File: config.mk
export PLATFORM = sky130hd
export DESIGN_NAME = data_mem_unit
export DESIGN_NICKNAME = d
export VERILOG_FILES = /design/src/rtl/protocore_pkg.sv /design/src/rtl/dmem_ram.sv /design/src/rtl/data_mem_unit.sv
export SDC_FILE = /design/constraint.sdc
export NUM_CORES = 2
export LEC_CHECK = 0
export ABC_AREA = 1
export CORE_ASPECT_RATIO = 0.5
export CORE_MARGIN = 1.5
export CORE_UTILIZATION = 50
export CTS_CLUSTER_DIAMETER = 30
export CTS_CLUSTER_SIZE = 20
export DETAILED_ROUTE_END_ITERATION = 8
export GPL_TIMING_DRIVEN = 0
export PLACE_DENSITY_LB_ADDON = 0.3
export SLEW_MARGIN = 20
export SYNTH_ARGS = -nofsm -noshare
export SYNTH_HDL_FRONTEND = slang
export SYNTH_SLANG_ARGS = --single-unit
File: constraint.sdc
create_clock -name clk -period 16.4 [get_ports clk]
set_input_delay 3.28 -clock clk [delete_from_list [all_inputs] [get_ports clk]]
set_output_delay 3.28 -clock clk [all_outputs]
set_load 0.05 [all_outputs]
File: src/rtl/protocore_pkg.sv
// Shared types and defaults for the load/store memory unit.
// The store-buffer entry is sized by the package defaults.
package protocore_pkg;

  localparam int unsigned DMU_ADDR_W = 8;
  localparam int unsigned DMU_DATA_W = 8;

  typedef enum logic [0:0] {
    DMU_IDLE,
    DMU_LOAD_RSP
  } dmu_state_e;

  typedef struct packed {
    logic [DMU_ADDR_W-1:0] addr;
    logic [DMU_DATA_W-1:0] data;
  } sb_entry_t;

endpackage

File: src/rtl/dmem_ram.sv
// Single-port synchronous RAM. Read data is registered and held until the next read.
// No reset: contents and the read register power up undefined.
module dmem_ram #(
  parameter int unsigned ADDR_W = 8,
  parameter int unsigned DATA_W = 8
) (
  input  logic              clk,
  input  logic              en,
  input  logic              we,
  input  logic [ADDR_W-1:0] addr,
  input  logic [DATA_W-1:0] wdata,
  output logic [DATA_W-1:0] rdata
);

  logic [DATA_W-1:0] mem [2**ADDR_W];

  always_ff @(posedge clk) begin
    if (en) begin
      if (we) begin
        mem[addr] <= wdata;
      end else begin
        rdata <= mem[addr];
      end
    end
  end

endmodule

File: src/rtl/data_mem_unit.sv
// Load/store responder: posted stores go through a FIFO store buffer that drains into a
// single-port RAM; loads forward from the youngest matching buffer entry or read the RAM.
module data_mem_unit
  import protocore_pkg::*;
#(
  parameter int unsigned ADDR_W   = DMU_ADDR_W,
  parameter int unsigned DATA_W   = DMU_DATA_W,
  parameter int unsigned SB_DEPTH = 2
) (
  input  logic              clk,
  input  logic              rst_n,
  input  logic              req_valid,
  output logic              req_ready,
  input  logic              req_we,
  input  logic [ADDR_W-1:0] req_addr,
  input  logic [DATA_W-1:0] req_wdata,
  output logic              rsp_valid,
  output logic [DATA_W-1:0] rsp_rdata,
  output logic              mem_idle
);

  localparam int unsigned PTR_W = (SB_DEPTH > 1) ? $clog2(SB_DEPTH) : 1;
  localparam int unsigned CNT_W = $clog2(SB_DEPTH) + 1;

  function automatic logic [PTR_W-1:0] ptr_add(input logic [PTR_W-1:0] p,
                                               input int unsigned k);
    int unsigned s;
    s = (32'(p) + k) % SB_DEPTH;
    return PTR_W'(s);
  endfunction

  dmu_state_e        state_q, state_d;
  sb_entry_t         sb_q [SB_DEPTH];
  logic [PTR_W-1:0]  head_q, tail_q;
  logic [CNT_W-1:0]  count_q;
  logic              sb_full, sb_empty;
  logic              accept, push, load_acc, drain;
  logic              fwd_hit, fwd_hit_q;
  logic [DATA_W-1:0] fwd_data, fwd_data_q;
  logic              ram_en, ram_we;
  logic [ADDR_W-1:0] ram_addr;
  logic [DATA_W-1:0] ram_wdata, ram_rdata;

  assign sb_full  = (count_q == CNT_W'(SB_DEPTH));
  assign sb_empty = (count_q == '0);

  // Gated by rst_n so nothing reaches the (unreset) RAM while reset is asserted.
  assign accept   = rst_n & req_valid & req_ready;
  assign push     = accept & req_we;
  assign load_acc = accept & ~req_we;
  assign drain    = rst_n & ~accept & ~sb_empty;

  // Walk from oldest to youngest so the youngest match overrides.
  always_comb begin
    fwd_hit  = 1'b0;
    fwd_data = '0;
    for (int unsigned i = 0; i < SB_DEPTH; i++) begin
      if ((i < 32'(count_q)) && (sb_q[ptr_add(head_q, i)].addr == req_addr)) begin
        fwd_hit  = 1'b1;
        fwd_data = sb_q[ptr_add(head_q, i)].data;
      end
    end
  end

  // An accepted request owns the RAM port; the drain only uses otherwise idle cycles.
  assign ram_en    = (load_acc & ~fwd_hit) | drain;
  assign ram_we    = drain;
  assign ram_addr  = drain ? sb_q[head_q].addr : req_addr;
  assign ram_wdata = sb_q[head_q].data;

  dmem_ram #(
    .ADDR_W(ADDR_W),
    .DATA_W(DATA_W)
  ) u_ram (
    .clk  (clk),
    .en   (ram_en),
    .we   (ram_we),
    .addr (ram_addr),
    .wdata(ram_wdata),
    .rdata(ram_rdata)
  );

  // FSM state register
  always_ff @(posedge clk) begin
    if (!rst_n) begin
      state_q <= DMU_IDLE;
    end else begin
      state_q <= state_d;
    end
  end

  // FSM next state
  always_comb begin
    state_d = state_q;
    unique case (state_q)
      DMU_IDLE:     if (load_acc) state_d = DMU_LOAD_RSP;
      DMU_LOAD_RSP: state_d = DMU_IDLE;
    endcase
  end

  // FSM outputs
  always_comb begin
    req_ready = (state_q == DMU_IDLE) && !sb_full;
    rsp_valid = (state_q == DMU_LOAD_RSP);
    rsp_rdata = '0;
    if (rsp_valid) begin
      rsp_rdata = fwd_hit_q ? fwd_data_q : ram_rdata;
    end
    mem_idle  = sb_empty && (state_q == DMU_IDLE);
  end

  always_ff @(posedge clk) begin
    if (!rst_n) begin
      head_q     <= '0;
      tail_q     <= '0;
      count_q    <= '0;
      fwd_hit_q  <= 1'b0;
      fwd_data_q <= '0;
    end else begin
      if (push) begin
        tail_q <= ptr_add(tail_q, 1);
      end
      if (drain) begin
        head_q <= ptr_add(head_q, 1);
      end
      unique case ({push, drain})
        2'b10:   count_q <= count_q + 1'b1;
        2'b01:   count_q <= count_q - 1'b1;
        default: count_q <= count_q;
      endcase
      if (load_acc) begin
        fwd_hit_q  <= fwd_hit;
        fwd_data_q <= fwd_data;
      end
    end
  end

  // Entry storage carries no reset; validity comes from the pointers and count.
  always_ff @(posedge clk) begin
    if (push) begin
      sb_q[tail_q] <= '{addr: req_addr, data: req_wdata};
    end
  end

  a_no_overflow: assert property (@(posedge clk) disable iff (!rst_n) !(push && sb_full));
  a_no_underflow: assert property (@(posedge clk) disable iff (!rst_n) !(drain && sb_empty));

endmodule
# Word-level counts from Yosys, hierarchy flattened
# Memory sizes are Yosys's and may differ from the RTL's. A register that Yosys moved wholly into a read port is not among the register bits.
# Cells that the tools add are included.
# totals
ff_bits,14
latchBits,0
mem_bits_rw,2080
rom_bits,0
in_bits,20
output_inout_bits,11
n_memories,2
# classes
add_sub_neg,4
mul,0
div,0
magnitude_cmp,2
eq_ne,5
shift,0
mux,17
bitwise_logic,14
n_reduce_logical,8
# mem_list
name,depth,width,rd,rd_clocked_by_memory_dff,write_ports,line_no,source
u_ram.mem,256,8,1,1,1,dmem_ram.sv:15,logic [DATA_W-1:0] mem [2**ADDR_W];
sb_q,2,16,2,1,1,data_mem_unit.sv:33,sb_entry_t sb_q [SB_DEPTH];
# ops
op,count
$mux W8,5
$eq A8 B8 Y1,2
$mux W1,10
$and A1 B1 Y1,7
$not A1 Y1,6
$eq A2 B2 Y1 const B,2
$logic_and A1 B1 Y1,4
$lt A1 B2 Y1 const A,2
$pmux W2 S2,1
$add A1 B1 Y1 const B,2
$add A2 B1 Y2 const B,1
$eq A2 B1 Y1 const B,1
$logic_not A2 Y1,1
$pmux W1 S2,1
$reduce_and A2 Y1,1
$reduce_bool A2 Y1,1
$sub A2 B1 Y2 const B,1
$logic_not A1 Y1,1
$or A1 B1 Y1,1

# Longest topological paths before layout
# logic_depth
word_depth,10
mapped_depth,22

# Cells and area by module
# A second synthesis with hierarchy kept.
# unflattened
cells_unflattened,8331
hier_area_um2,87631.5
# by_module_without_submodules
module,n_inst,cells_per_inst,area_each_um2,seq_area_each_um2
dmem_ram,1,7960,84835.1,61739.2
data_mem_unit,1,371,2796.4,1261.2

# Least setup slack after synthesis
# Ideal clock, no wire load.
# synth_path
kind,reg2reg
start,reg (tool-made name)
end,"mem u_ram.mem[0][4], data pin"
arrival_time_ns,10.740
required_ns,14.203
slack_ns,3.462
stages_incl_launch_ff,5
period_less_slack_ns,12.938
path_cell_list,dfxtp_1 > inv_2 > buf_6 > clkbuf_1 > o21ai_0
# synth_rtl
element,line_no
end: declaration,dmem_ram.sv:15

# Final worst setup path
# layout_path
start,in rst_n
end,"mem u_ram.mem[174][2], enable pin"
# layout_via
elab_chain_cells,8
elab_cells_between_ends,12
# layout_lines
element,line_no,source
start: declaration,data_mem_unit.sv:11,"input logic rst_n,"
$and A1 B1 Y1 (2 in a row),data_mem_unit.sv:48,assign accept = rst_n & req_valid & req_ready;
$not A1 Y1,data_mem_unit.sv:51,assign drain = rst_n & ~accept & ~sb_empty;
$and A1 B1 Y1 (2 in a row),data_mem_unit.sv:51,
$mux W1 / $or A1 B1 Y1 (equally long branches),"dmem_ram.sv:19, data_mem_unit.sv:66",
$mux W1,dmem_ram.sv:18,if (en) begin
$mux W1 (not written as such),dmem_ram.sv:20,mem[addr] <= wdata;
# Several ways; a longest one is shown, not always the timed one.

==> out/results.tsv <==
metric	value	unit
outcome	completed	
row cnt	109	
setup repair after global routing missed its margin	false	
CTS clk-pin slew, worst paths	0.05	ns
share of layout cells above drive strength 1	0.09374	
setup_tns	0	ns
Clk pwr share	0.422	
Setup Viol. Count Final	0	
worst path cell trace	clkdlybuf4s50_1 > nand2_1 > inv_2 > nand2_4 > nand2_4 > buf_6 > a21oi_1 > nor2_1 > inv_2 > nor2_1 > nand2_1 > clkbuf_1 > nor2_1	
CTS tree	built	
Post-Route WL	277000	um
Leak Pwr	42.63	nW
PwrDens	142.3	nW/um2
CTS Root Cell	clkbuf_16	
commonest non-fill, non-tap cell in the layout	nand2_1	
Slew Viols, Final	0	
Die Y	301.6	um
Worst-Margin Slew	1.179	ns
final net count	9167	
first-pass GRT wire length	393900	um
CP endpoint kind	register	
Final Cycle Share	0.4821	
number of global-route vias before repair	59470	
mapped cell area	89180	um2
flops & latches, synth	2103	
Arr. time, crit path	8.35	ns
Tmin final	7.907	ns
Startpoint Class	primary input	
Max Cap Viol	0	
sequential share of power	0.411	
io pins	31	
Post-CTS Hold Buffers	0	
gpl congestion	1.008	
GR Overflow Total	0	
initial antenna violation count	18	
Sw Share	0.2959	
type of the most critical hold path	register to register	
Die Wd	600.3	um
WL met1	111600	um
WL/cell	23.55	um
fin util	0.5876	
most common flop cell mapped by yosys	edfxtp_1	
peak supply drop	0.07907	mV
Crit path top cell by count	nor2_1	
met2 wire length	119200	um
Syn Area/Cell	10.19	um2
sequential area share after synthesis	0.7065	
Syn-to-layout area delta	16.56	%
Max clock buf depth	4	
drt drc	0	
area of the core	176900	um2
Slew HR	0.2111	
required time worst endpoint	16.84	ns
Warnings, synthesis	0	
routed via count	64430	
initial DRC count	8673	
Crit path max-delay family	simple AND/OR/NAND/NOR gates	
EDFF count, synth	2088	
Resize count post-CTS	0	
Largest stage delay, worst path	0.91	ns
die area	181100	um2
H-tree depth	5	
number of port buffers	30	
Post-DRT Antenna Nets	0	
slowest cell on the critical path	nor2_1	
Buf/Inv on CP	5	
Initial Util	0.5042	
Mapped Nets	8778	
final hold viol count	0	
Mapped Cells	8754	
Yosys cell types	36	
skew final	0.05336	ns
commonest non-fill, non-tap cells in the layout	nand2_1, edfxtp_1, nor2_1	
Post-synth ARST share	0	
CTS Buf Count	286	
combinational power share	0.167	
crit-path max FO	10	
Pint	0.01041	W
All-Layer GR Usage	0.3029	
drt pass-1 iters	8	
clock latency on the worst-skew pair	0.84	ns
post-CTS setup repair buffer count	0	
clk sinks	2103	
largest net degree at the start of global routing	61	
Psw	0.004376	W
crit path kind	primary input to register	
Met3 Wirelength	35080	um
final instance area	103900	um2
fmax	0.1265	GHz
Avg Vias per Cell	5.478	
max layer used	met5	
Final Power	0.01479	W
Post-DP Area	94360	um2
hpwl dp	195000	um
-- path summary, 6_finish.rpt --
path,startpoint,end,slack (ns),depth (start not counted)
setup / recovery,rst_n,u_ram.mem[174][2],8.49,13
hold / removal,tail_q,tail_q,0.53,2
setup reg to reg,count_q[0],u_ram.mem[174][2],10.87,13
hold reg to reg,tail_q,tail_q,0.53,2
-- sequential cells by signal (all words and copies together), names as in the netlist, named ones only --
signal and count:
u_ram.rdata 8, fwd_hit_q 1, fwd_data_q 8, sb_q 32, head_q 1, u_ram.mem 2048
rsp_valid 1, tail_q 1, count_q 2
-- tightest hold or removal path: stages, from the launching register on --
cell and delay, ns:
dfxtp_1 0.32, inv_1 0.09, a21oi_1 0.07
-- power by group through the flow --
stage                     clock network, W  registers [W]  logic, W
after floorplan                          0        0.00630   0.00126
after global placement                   0        0.00651   0.00222
after detailed placement                 0        0.00618   0.00238
after CTS                          0.00625        0.00607   0.00240
after global routing               0.00648        0.00607   0.00262
final                              0.00625        0.00607   0.00247
-- cell families (layout without fill, tap and decap cells) --
group	after synthesis	count (layout)	synth area share
muxes	4	4	0.0005051
adders and majority gates	4	4	0.0005612
other	0	10	0
buffers and inverters	531	1143	0.02747
xor gates and xnor gates	9	9	0.0008840
AOI/OAI and AO/OA	205	205	0.01201
and+or+nand+nor	5898	5898	0.2521
DFF	2103	2103	0.7065
-- cell type report --
cell class | count | area (um2)
Antenna cell | 10 | 25.02
Buffer | 462 | 2193
Clock buffer | 322 | 7505
Clock inverter | 189 | 2048
Fill cell | 14190 | 72940
Inverter | 69 | 259.0
Multi-Input combinational cell | 6120 | 23810
Sequential cell | 2103 | 63000
Tap cell | 2386 | 2985
Timing Repair Buffer | 101 | 2117
-- stage by stage --
| stage | std cells | hold WS, ns | worst slack [ns] |
|---|---|---|---|
| after floorplan | 8754 | 0.4596 | 3.462 |
| after global placement | 11170 | 0.4732 | -15.80 |
| after detailed placement | 11240 | 0.5187 | 8.138 |
| after CTS | 11750 | 0.5294 | 8.967 |
| after global routing | 11750 | 0.5577 | 8.516 |
| final | 11760 | 0.5278 | 8.493 |
-- synthesized netlist by cell type, types with 3 or more instances --
cell type / count / area, um2
a21oi_1: 15 / 75.07
edfxtp_1: 2088 / 62700
xor2_1: 7 / 61.31
buf_6: 7 / 78.83
nand2_2: 4 / 25.02
mux2_2: 4 / 45.04
inv_2: 16 / 60.06
nand3b_1: 4 / 30.03
nand2_4: 3 / 33.78
buf_2: 264 / 1321
nor2_2: 11 / 68.82
nor2_1: 381 / 1430
buf_1: 16 / 60.06
nor3_1: 3 / 15.01
dfxtp_1: 15 / 300.3
nand3_1: 186 / 930.9
clkbuf_1: 154 / 578.1
buf_4: 19 / 142.6
a31oi_1: 8 / 50.05
ha_1: 4 / 50.05
o21ai_1: 105 / 525.5
nand2_1: 5299 / 19890
o21ai_2: 5 / 43.79
inv_1: 53 / 198.9
o21ai_0: 67 / 335.3
-- metal layers --
| metal | vias to the layer above | global-route usage |
|---|---|---|
| li1 | 29480 | - |
| met1 | 30680 | 0.4244 |
| met2 | 3669 | 0.4486 |
| met3 | 596 | 0.08798 |
| met4 | 12 | 0.1152 |
| met5 | - | 0 |
Note: power is estimated with default switching activity, not from simulation.
